--- src/rtl/uart_tx_fifo_pkg.sv ---
// Shared definitions for the UART transmit FIFO: drain FSM encodings and
// default sizing values.
package uart_tx_fifo_pkg;

    localparam int DEFAULT_DEPTH         = 16;
    localparam int DEFAULT_START_TIMEOUT = 15;

    // Wide enough for any START_TIMEOUT in 1..255.
    localparam int TIMER_W = 8;

    typedef enum logic [1:0] {
        ST_IDLE       = 2'd0,
        ST_ISSUE      = 2'd1,
        ST_WAIT_START = 2'd2,
        ST_WAIT_DONE  = 2'd3
    } drain_state_t;

endpackage

--- src/rtl/uart_tx_fifo_mem.sv ---
// Byte-wide synchronous FIFO storage with pointer and occupancy tracking.
// The read port is combinational so the consumer can capture the head
// byte on the same edge it pops it.
module sync_fifo_mem
    import uart_tx_fifo_pkg::*;
#(
    parameter  int DEPTH  = DEFAULT_DEPTH,
    localparam int ADDR_W = $clog2(DEPTH)
) (
    input  logic              clk,
    input  logic              rst_n,
    input  logic              push,
    input  logic [7:0]        din,
    input  logic              pop,
    output logic [7:0]        dout,
    output logic              full,
    output logic              empty,
    output logic [ADDR_W:0]   count
);

    localparam logic [ADDR_W:0] FULL_COUNT = DEPTH[ADDR_W:0];
    localparam logic [ADDR_W:0] ONE        = 1;
    localparam logic [ADDR_W-1:0] PTR_ONE  = 1;

    logic [7:0]        r_mem [DEPTH];
    logic [ADDR_W-1:0] r_wr_ptr;
    logic [ADDR_W-1:0] r_rd_ptr;
    logic [ADDR_W:0]   r_count;

    logic w_do_push;
    logic w_do_pop;

    // Flags come from the registered count, so a push while full is
    // rejected even if a pop frees an entry on the same edge.
    assign full      = (r_count == FULL_COUNT);
    assign empty     = (r_count == '0);
    assign count     = r_count;
    assign dout      = r_mem[r_rd_ptr];
    assign w_do_push = push && !full;
    assign w_do_pop  = pop && !empty;

    // Storage write; contents are don't-care after reset.
    always_ff @(posedge clk) begin
        if (w_do_push) begin
            r_mem[r_wr_ptr] <= din;
        end
    end

    // Pointers wrap naturally because DEPTH is a power of two.
    always_ff @(posedge clk) begin
        if (!rst_n) begin
            r_wr_ptr <= '0;
            r_rd_ptr <= '0;
            r_count  <= '0;
        end else begin
            if (w_do_push) begin
                r_wr_ptr <= r_wr_ptr + PTR_ONE;
            end
            if (w_do_pop) begin
                r_rd_ptr <= r_rd_ptr + PTR_ONE;
            end
            case ({w_do_push, w_do_pop})
                2'b10:   r_count <= r_count + ONE;
                2'b01:   r_count <= r_count - ONE;
                default: r_count <= r_count;
            endcase
        end
    end

endmodule

--- src/rtl/uart_tx_fifo.sv ---
// Byte FIFO plus drain controller feeding a UART transmitter. Producers
// push freely; the drain FSM pops one byte at a time, pulses transmit,
// and waits for the UART to start and finish before the next byte.
module uart_tx_fifo
    import uart_tx_fifo_pkg::*;
#(
    parameter  int DEPTH         = DEFAULT_DEPTH,
    parameter  int START_TIMEOUT = DEFAULT_START_TIMEOUT,
    localparam int ADDR_W        = $clog2(DEPTH)
) (
    input  logic              clk,
    input  logic              rst_n,
    input  logic              wr_en,
    input  logic [7:0]        wr_data,
    output logic              full,
    output logic              empty,
    output logic [ADDR_W:0]   count,
    output logic              busy,
    output logic              overflow,
    output logic              tx_timeout,
    output logic              transmit,
    output logic [7:0]        tx_byte,
    input  logic              is_transmitting
);

    localparam logic [TIMER_W-1:0] TIMEOUT_VAL = START_TIMEOUT[TIMER_W-1:0];
    localparam logic [TIMER_W-1:0] TIMER_ONE   = 1;

    drain_state_t       r_state;
    logic [TIMER_W-1:0] r_timer;
    logic [7:0]         r_tx_byte;
    logic               r_transmit;
    logic               r_tx_timeout;
    logic               r_overflow;

    logic               w_pop;
    logic [7:0]         w_dout;
    logic               w_full;
    logic               w_empty;
    logic [ADDR_W:0]    w_count;

    // Pop only from IDLE, so at most one byte is ever in flight.
    assign w_pop = (r_state == ST_IDLE) && !w_empty;

    sync_fifo_mem #(
        .DEPTH (DEPTH)
    ) u_mem (
        .clk   (clk),
        .rst_n (rst_n),
        .push  (wr_en),
        .din   (wr_data),
        .pop   (w_pop),
        .dout  (w_dout),
        .full  (w_full),
        .empty (w_empty),
        .count (w_count)
    );

    assign full       = w_full;
    assign empty      = w_empty;
    assign count      = w_count;
    assign busy       = !w_empty || (r_state != ST_IDLE);
    assign overflow   = r_overflow;
    assign tx_timeout = r_tx_timeout;
    assign transmit   = r_transmit;
    assign tx_byte    = r_tx_byte;

    // Flag a push attempted while full, one cycle after the attempt.
    always_ff @(posedge clk) begin
        if (!rst_n) begin
            r_overflow <= 1'b0;
        end else begin
            r_overflow <= wr_en && w_full;
        end
    end

    // Drain FSM with registered transmit/timeout pulses and byte latch.
    always_ff @(posedge clk) begin
        if (!rst_n) begin
            r_state      <= ST_IDLE;
            r_timer      <= '0;
            r_tx_byte    <= 8'h00;
            r_transmit   <= 1'b0;
            r_tx_timeout <= 1'b0;
        end else begin
            r_transmit   <= 1'b0;
            r_tx_timeout <= 1'b0;
            case (r_state)
                ST_IDLE: begin
                    if (!w_empty) begin
                        r_tx_byte <= w_dout;
                        r_state   <= ST_ISSUE;
                    end
                end
                ST_ISSUE: begin
                    r_transmit <= 1'b1;
                    r_timer    <= '0;
                    r_state    <= ST_WAIT_START;
                end
                ST_WAIT_START: begin
                    if (is_transmitting) begin
                        r_state <= ST_WAIT_DONE;
                    end else if (r_timer == TIMEOUT_VAL) begin
                        // UART never started: drop the byte and move on.
                        r_tx_timeout <= 1'b1;
                        r_state      <= ST_IDLE;
                    end else begin
                        r_timer <= r_timer + TIMER_ONE;
                    end
                end
                ST_WAIT_DONE: begin
                    if (!is_transmitting) begin
                        r_state <= ST_IDLE;
                    end
                end
                default: r_state <= ST_IDLE;
            endcase
        end
    end

endmodule

--- config.mk ---
export PLATFORM = sky130hd
export DESIGN_NAME = uart_tx_fifo
export DESIGN_NICKNAME = d
export VERILOG_FILES = /design/src/rtl/uart_tx_fifo_pkg.sv /design/src/rtl/uart_tx_fifo_mem.sv /design/src/rtl/uart_tx_fifo.sv
export SDC_FILE = /design/constraint.sdc
export NUM_CORES = 1
export LEC_CHECK = 0
export BUFFER_PORTS_ARGS = -buffer_cell sky130_fd_sc_hd__buf_4
export CAP_MARGIN = 15
export CORE_MARGIN = 1.5
export CORE_UTILIZATION = 60
export DETAILED_ROUTE_END_ITERATION = 8
export PLACE_DENSITY = 0.83
export SYNTH_ARGS = -nofsm -noshare
export SYNTH_HDL_FRONTEND = slang
export SYNTH_HIERARCHICAL = 1
export SYNTH_SLANG_ARGS = --single-unit
--- constraint.sdc ---
create_clock -name clk -period 4.2 [get_ports clk]
set_input_delay 0.84 -clock clk [delete_from_list [all_inputs] [get_ports clk]]
set_output_delay 0.84 -clock clk [all_outputs]
set_load 0.01 [all_outputs]
; Word level (Yosys, flattened, before mapping)
; Memories as Yosys holds them, arrays and structs flattened. A register that Yosys moved wholly into a read port is not among the register bits.
; Cells that the tools add are included.
[word_totals]
register_bits = 26
latchBits = 0
ramBits = 128
romBits = 0
input_bits = 12
out_inout_bits = 19
elab_cells = 59
memories = 1
[memory_table]
columns = name, words, word_bits, read_ports, rd_clocked_by_memory_dff, wr, line_no
row1 = u_mem.r_mem, 16, 8, 1, 1, 1, uart_tx_fifo_mem.sv:25  ; logic [7:0] r_mem [DEPTH];
[op_classes]
n_addsub = 5
mul = 0
div_mod_pow = 0
n_lt_le_gt_ge = 0
n_eq_ne = 12
n_shift = 0
mux = 13
n_bitwise = 3
reduce_logical = 17
[ops]
columns = op, count
row1 = two-way mux 8 bit, 2
row2 = case mux 8 bit (2 select lines), 1
row3 = case mux 5 bit (2 select lines), 1
row4 = adder 4 x 1 -> 4 bit (second input constant), 2
row5 = adder 8 x 1 -> 8 bit (second input constant), 1
row6 = == test 8 x 4 -> 1 bit (second input constant), 1
row7 = two-way mux 2 bit, 4
row8 = inequality test 2 bit (second input constant), 4
row9 = case mux 2 bit (4 select lines), 1
row10 = == test 2 bit (second input constant), 3
row11 = AND reduction 3 bit, 2
row12 = nonzero test 2 bit, 3
row13 = adder 5 x 1 -> 5 bit (second input constant), 1
row14 = == test 5 bit (second input constant), 1
row15 = zero test 5 bit, 1
row16 = subtractor 5 x 1 -> 5 bit (second input constant), 1
row17 = == test 2 x 1 -> 1 bit (second input constant), 2
row18 = logical AND 1 bit, 4
row19 = two-way mux 1 bit, 4
row20 = zero test 1 bit, 3
row21 = inequality test 3 bit (second input constant), 1
row22 = inverter 1 bit, 3
row23 = OR reduction 3 bit, 1
row24 = zero test 2 bit, 1
row25 = 2 further kinds, 2

; Longest topological paths before layout
[depth]
depth_word = 6
ltp_mapped = 17
ltp_nobuf = 13

; Cells and area by module
; Netlist, hierarchy kept.
[by_module_without_submodules]
columns = mod, instances, cells_per_inst, area_per_inst_um2, seq_area_each_um2
row1 = sync_fifo_mem, 1, 331, 5931.9, 4184.0
row2 = uart_tx_fifo, 1, 104, 880.8, 420.4

; Worst setup path after synthesis
; OpenSTA, ideal clock, no wires.
[synth_timing]
path_kind = register to register
startpoint = register u_mem.r_count[1], in the netlist u_mem/count[1]
endpoint = register u_mem.r_count[4], in the netlist u_mem/count[4]
setup_ns = 0.064
t_arrival_ns = 3.384
required_ns = 4.136
slack_ns = 0.752
path_stages_with_launch = 18
n_path_buf = 4
synth_period_minus_slack_ns = 3.448
path_cell_list = dfxtp_1 buf_6 or4_4 buf_6 nor2_1 or3_1 clkbuf_1 inv_2 o21ai_4 inv_1 ha_1 clkbuf_1 xor2_1 ha_1 nand2_1 o21ai_0 or3_1 nand4_1
[synth_via]
elab_chain_cells = 6
elab_cells_between_ends = 13
classes_between = add/sub (2) / eq/ne (3) / mux (1) / reduce/logical (7)
[synth_lines]
columns = item, line_no
row1 = "start, declared", uart_tx_fifo_mem.sv:28  ; logic [ADDR_W:0] r_count;
row2 = "start signal, assigned", uart_tx_fifo_mem.sv:63  ; 2'b10: r_count <= r_count + ONE;
row3 = "start signal, assigned", uart_tx_fifo_mem.sv:64  ; 2'b01: r_count <= r_count - ONE;
row4 = "start signal, assigned", uart_tx_fifo_mem.sv:65  ; default: r_count <= r_count;
row5 = zero test 5 bit (*), uart_tx_fifo_mem.sv:36  ; assign empty = (r_count == '0);
row6 = via empty, uart_tx_fifo.sv:16  ; output logic empty,
row7 = zero test 1 bit (*), uart_tx_fifo.sv:43  ; assign w_pop = (r_state == ST_IDLE) && !w_empty;
row8 = logical AND 1 bit (*), uart_tx_fifo.sv:43
row9 = via w_pop, uart_tx_fifo.sv:36  ; logic w_pop;
row10 = logical AND 1 bit (*), uart_tx_fifo_mem.sv:40  ; assign w_do_pop = pop && !empty;
row11 = via u_mem.w_do_pop, uart_tx_fifo_mem.sv:31  ; logic w_do_pop;
row12 = == test 2 x 1 -> 1 bit / == test 2 bit (equally long branches), uart_tx_fifo_mem.sv:62  ; case ({w_do_push, w_do_pop})
row13 = case mux 5 bit (2 select lines) / nonzero test 2 bit (equally long branches), --
; The timed path passes the listed nets; every way through them passes the cells marked *.
; A chain may end at the register's enable or synchronous reset.

; Final worst setup path
[layout_timing]
startpoint = register u_mem.r_count[2], in the netlist u_mem/count[2]
endpoint = register u_mem.r_count[4], in the netlist u_mem/count[4]
[layout_via]
elab_chain_cells = 6
elab_cells_between_ends = 13
classes_between = add/sub (2) / eq/ne (3) / mux (1) / reduce/logical (7)
[layout_lines]
columns = item, line_no
row1 = zero test 5 bit (*), uart_tx_fifo_mem.sv:36
row2 = zero test 1 bit (*), uart_tx_fifo.sv:43
row3 = logical AND 1 bit (*), uart_tx_fifo.sv:43
row4 = via w_pop, uart_tx_fifo.sv:36
row5 = logical AND 1 bit (*), uart_tx_fifo_mem.sv:40
row6 = via u_mem.w_do_pop, uart_tx_fifo_mem.sv:31
row7 = == test 2 x 1 -> 1 bit / == test 2 bit (equally long branches), uart_tx_fifo_mem.sv:62
row8 = case mux 5 bit (2 select lines) / nonzero test 2 bit (equally long branches), --
; Marks and branches as above.

==> flow_metrics.tcl <==
set metrics [dict create \
    setup_tns_ns 0 \
    hpwl_mm 8.28 \
    netlist_area_um2 6810 \
    avgViaCountPerCell 6.37 \
    grt_pass1_wl_mm 20.5 \
    min_period_ns 3.40 \
    clock_sinks 166 \
    grt_max_degree 35 \
    globalplace.congestion 0.815 \
    post_cts_resized 0 \
    ir_worst_vdd_mv 0.330 \
    power.total_mw 4.29 \
    layout_common_cells "edfxtp_1, nand2_1, dfxtp_1" \
    layout.cells.most_common "edfxtp_1" \
    clock_tree.htree_level_count 4 \
    core_area_um2 10900 \
    postSynthAreaPerCell_um2 15.7 \
    start_kind "flip-flop" \
    cts-root-buf "clkbuf_16" \
    antenna_found_initial 0 \
    hold_violations 0 \
    slew_headroom_pct 31.0 \
    syn-num-nets 456 \
    synthDistinctLibCells 54 \
    async_reset_ff_share_pct 0 \
    setup_viol 0 \
    netSwitchingFraction_pct 27.8 \
    cts_tree "built" \
    grt-ovfl-total 0 \
    start_util_pct 62.3 \
    drt-initial-drc-count 444 \
    port_buffers 30 \
    hold_path.class "reg -> reg" \
    endpoint_kind "flip-flop" \
    wl_per_cell_um 21.6 \
    power_frac_seq_pct 47.3 \
    clk_latency_ns 0.43 \
    worstPathArrival_ns 3.68 \
    synth_edf_count 128 \
    fp-row-count 38 \
    final_nets 484 \
    fp.dieArea_um2 12000 \
    fin_crit_sh_pct 80.9 \
    die_y_um 110 \
    clock_path_buffers 2 \
    p_leak_nw 2.58 \
    yosysSeqAreaShare_pct 67.6 \
    finalWirelength_mm 13.3 \
    place_inst 583 \
    ys_ff_latch 166 \
    combPwrFrac_pct 20.8 \
    n_antenna_cell 0 \
    holdBufCountCts 0 \
    post_cts_buffers 0 \
    p_per_area_nw_per_um2 564 \
    hold_slack_ns 0.463 \
    critPathKind "reg -> reg" \
    syn_inst 435 \
    track_usage_pct 24.1 \
    switching_power_mw 1.20 \
    path_max_fanout 12 \
    rsz0062_at_grt "no" \
    firstDrtPassIters 5 \
    drv_slew 0 \
    drtAntennaViolNets 0 \
    clkTransAtPathRegs_ns 0.06 \
    finalClockSkew_ns 0.0253 \
    layout-drive-gt1-share_pct 22.2 \
    pin_count 31 \
    numCtsBuffers 17 \
    tightestPinTransition_ns 1.03 \
    p_int_mw 3.10 \
    cp.required_ns 4.48 \
    final_cells 613 \
    clock.fmax_mhz 294 \
    vias 3906 \
    pwr-share-clk_pct 31.9 \
    dieWidth_um 110 \
    area_growth_pct 11.7 \
    fillers 689 \
    status "finished, final reports clean" \
    drc 0 \
    synth-main-ff-cell "edfxtp_1" \
    grt_pass1_vias 3791 \
    yosysWarningCount 6 \
    maxCapViolations 0 \
]
-- power groups by stage --
stage | clock network, mW | registers (mW) | logic, mW
4_1_cts | 1.40 | 2.03 | 0.891
6_report | 1.37 | 2.03 | 0.894
2_1_floorplan | 0 | 2.00 | 0.660
3_5_place_dp | 0 | 2.06 | 0.879
5_1_grt | 1.45 | 2.05 | 0.981
3_3_place_gp | 0 | 2.05 | 0.844
-- final cells by class --
type,count,area [um2],share of cell area [%]
Clock buffer,19,433,5.69
Clock inverter,10,85.1,1.12
Inverter,7,26.3,0.345
Multi-Input combinational cell,236,2020,26.6
Sequential cell,166,4610,60.5
Tap cell,140,175,2.30
Timing Repair Buffer,35,260,3.42
-- sequential cells by signal, indices dropped and copies added (netlist names), named ones only --
register	flops
r_timer	8
u_mem/r_wr_ptr	4
tx_timeout	1
u_mem/r_rd_ptr	4
overflow	1
transmit	1
u_mem/r_mem	128
r_state	2
u_mem/count	5
tx_byte	8
-- metrics by stage --
stage / util [%] / worst slack (ns) / instance area, um2
after detailed placement: 64.8 / 0.885 / 7090
after global placement: 64.8 / 1.01 / 7090
after floorplan: - / 0.752 / 6810
after global routing: 69.6 / 0.592 / 7610
final: 69.6 / 0.803 / 7610
after CTS: 69.5 / 0.858 / 7600
-- synth_stat cells, drive strengths merged (8+ instances only) --
cell / instances / area share, %
and2: 8 / 0.73
nor2b: 10 / 0.92
nor2: 19 / 1.0
o21a: 8 / 0.88
nand2: 41 / 2.3
dfxtp: 38 / 11
nor3: 9 / 0.66
a22oi: 16 / 1.8
buf: 11 / 1.2
edfxtp: 128 / 56
mux4: 32 / 11
clkbuf: 15 / 1.1
ha: 9 / 1.7
a21oi: 16 / 1.2
-- critical path: stages (launching register included) --
cell	delay (ns)
dfxtp_1	0.41
or4_4	0.59
nor2_1	0.18
or3_1	0.31
inv_2	0.18
o21ai_4	0.12
inv_1	0.07
ha_1	0.32
xor2_1	0.20
ha_1	0.25
o31ai_1	0.34
o21a_1	0.18
nand4_1	0.08
-- path summary, 6_finish.rpt --
kind,from,to,slack [ns],cells past startpoint
hold / removal,tx_byte[5]$_SDFFE_PN0P_,tx_byte[5]$_SDFFE_PN0P_,0.46,2
setup reg to reg,u_mem/count[2]$_SDFFE_PN0P_,u_mem/count[4]$_SDFFE_PN0P_,0.80,12
setup / recovery,u_mem/count[2]$_SDFFE_PN0P_,u_mem/count[4]$_SDFFE_PN0P_,0.80,12
hold reg to reg,tx_byte[5]$_SDFFE_PN0P_,tx_byte[5]$_SDFFE_PN0P_,0.46,2
-- metal layers --
| layer | wire [um] | share of wire, % | GRT usage [%] |
|---|---|---|---|
| met4 | 287 | 2.2 | 9.28 |
| met1 | 5330 | 40 | 32.1 |
| met5 | 0 | 0 | 0 |
| met3 | 897 | 6.8 | 6.05 |
| met2 | 6740 | 51 | 38.7 |
-- cell families after synthesis --
family,after synthesis,share of synthesized area [%]
adders and majority gates,9,1.65
and+or+nand+nor,125,9.59
buffers and inverters,33,2.72
muxes,37,11.3
AOI/OAI and AO/OA,59,6.37
DFF,166,67.6
xor gates and xnor gates,6,0.771
No activity file was read; power rests on OpenSTA's default activity.
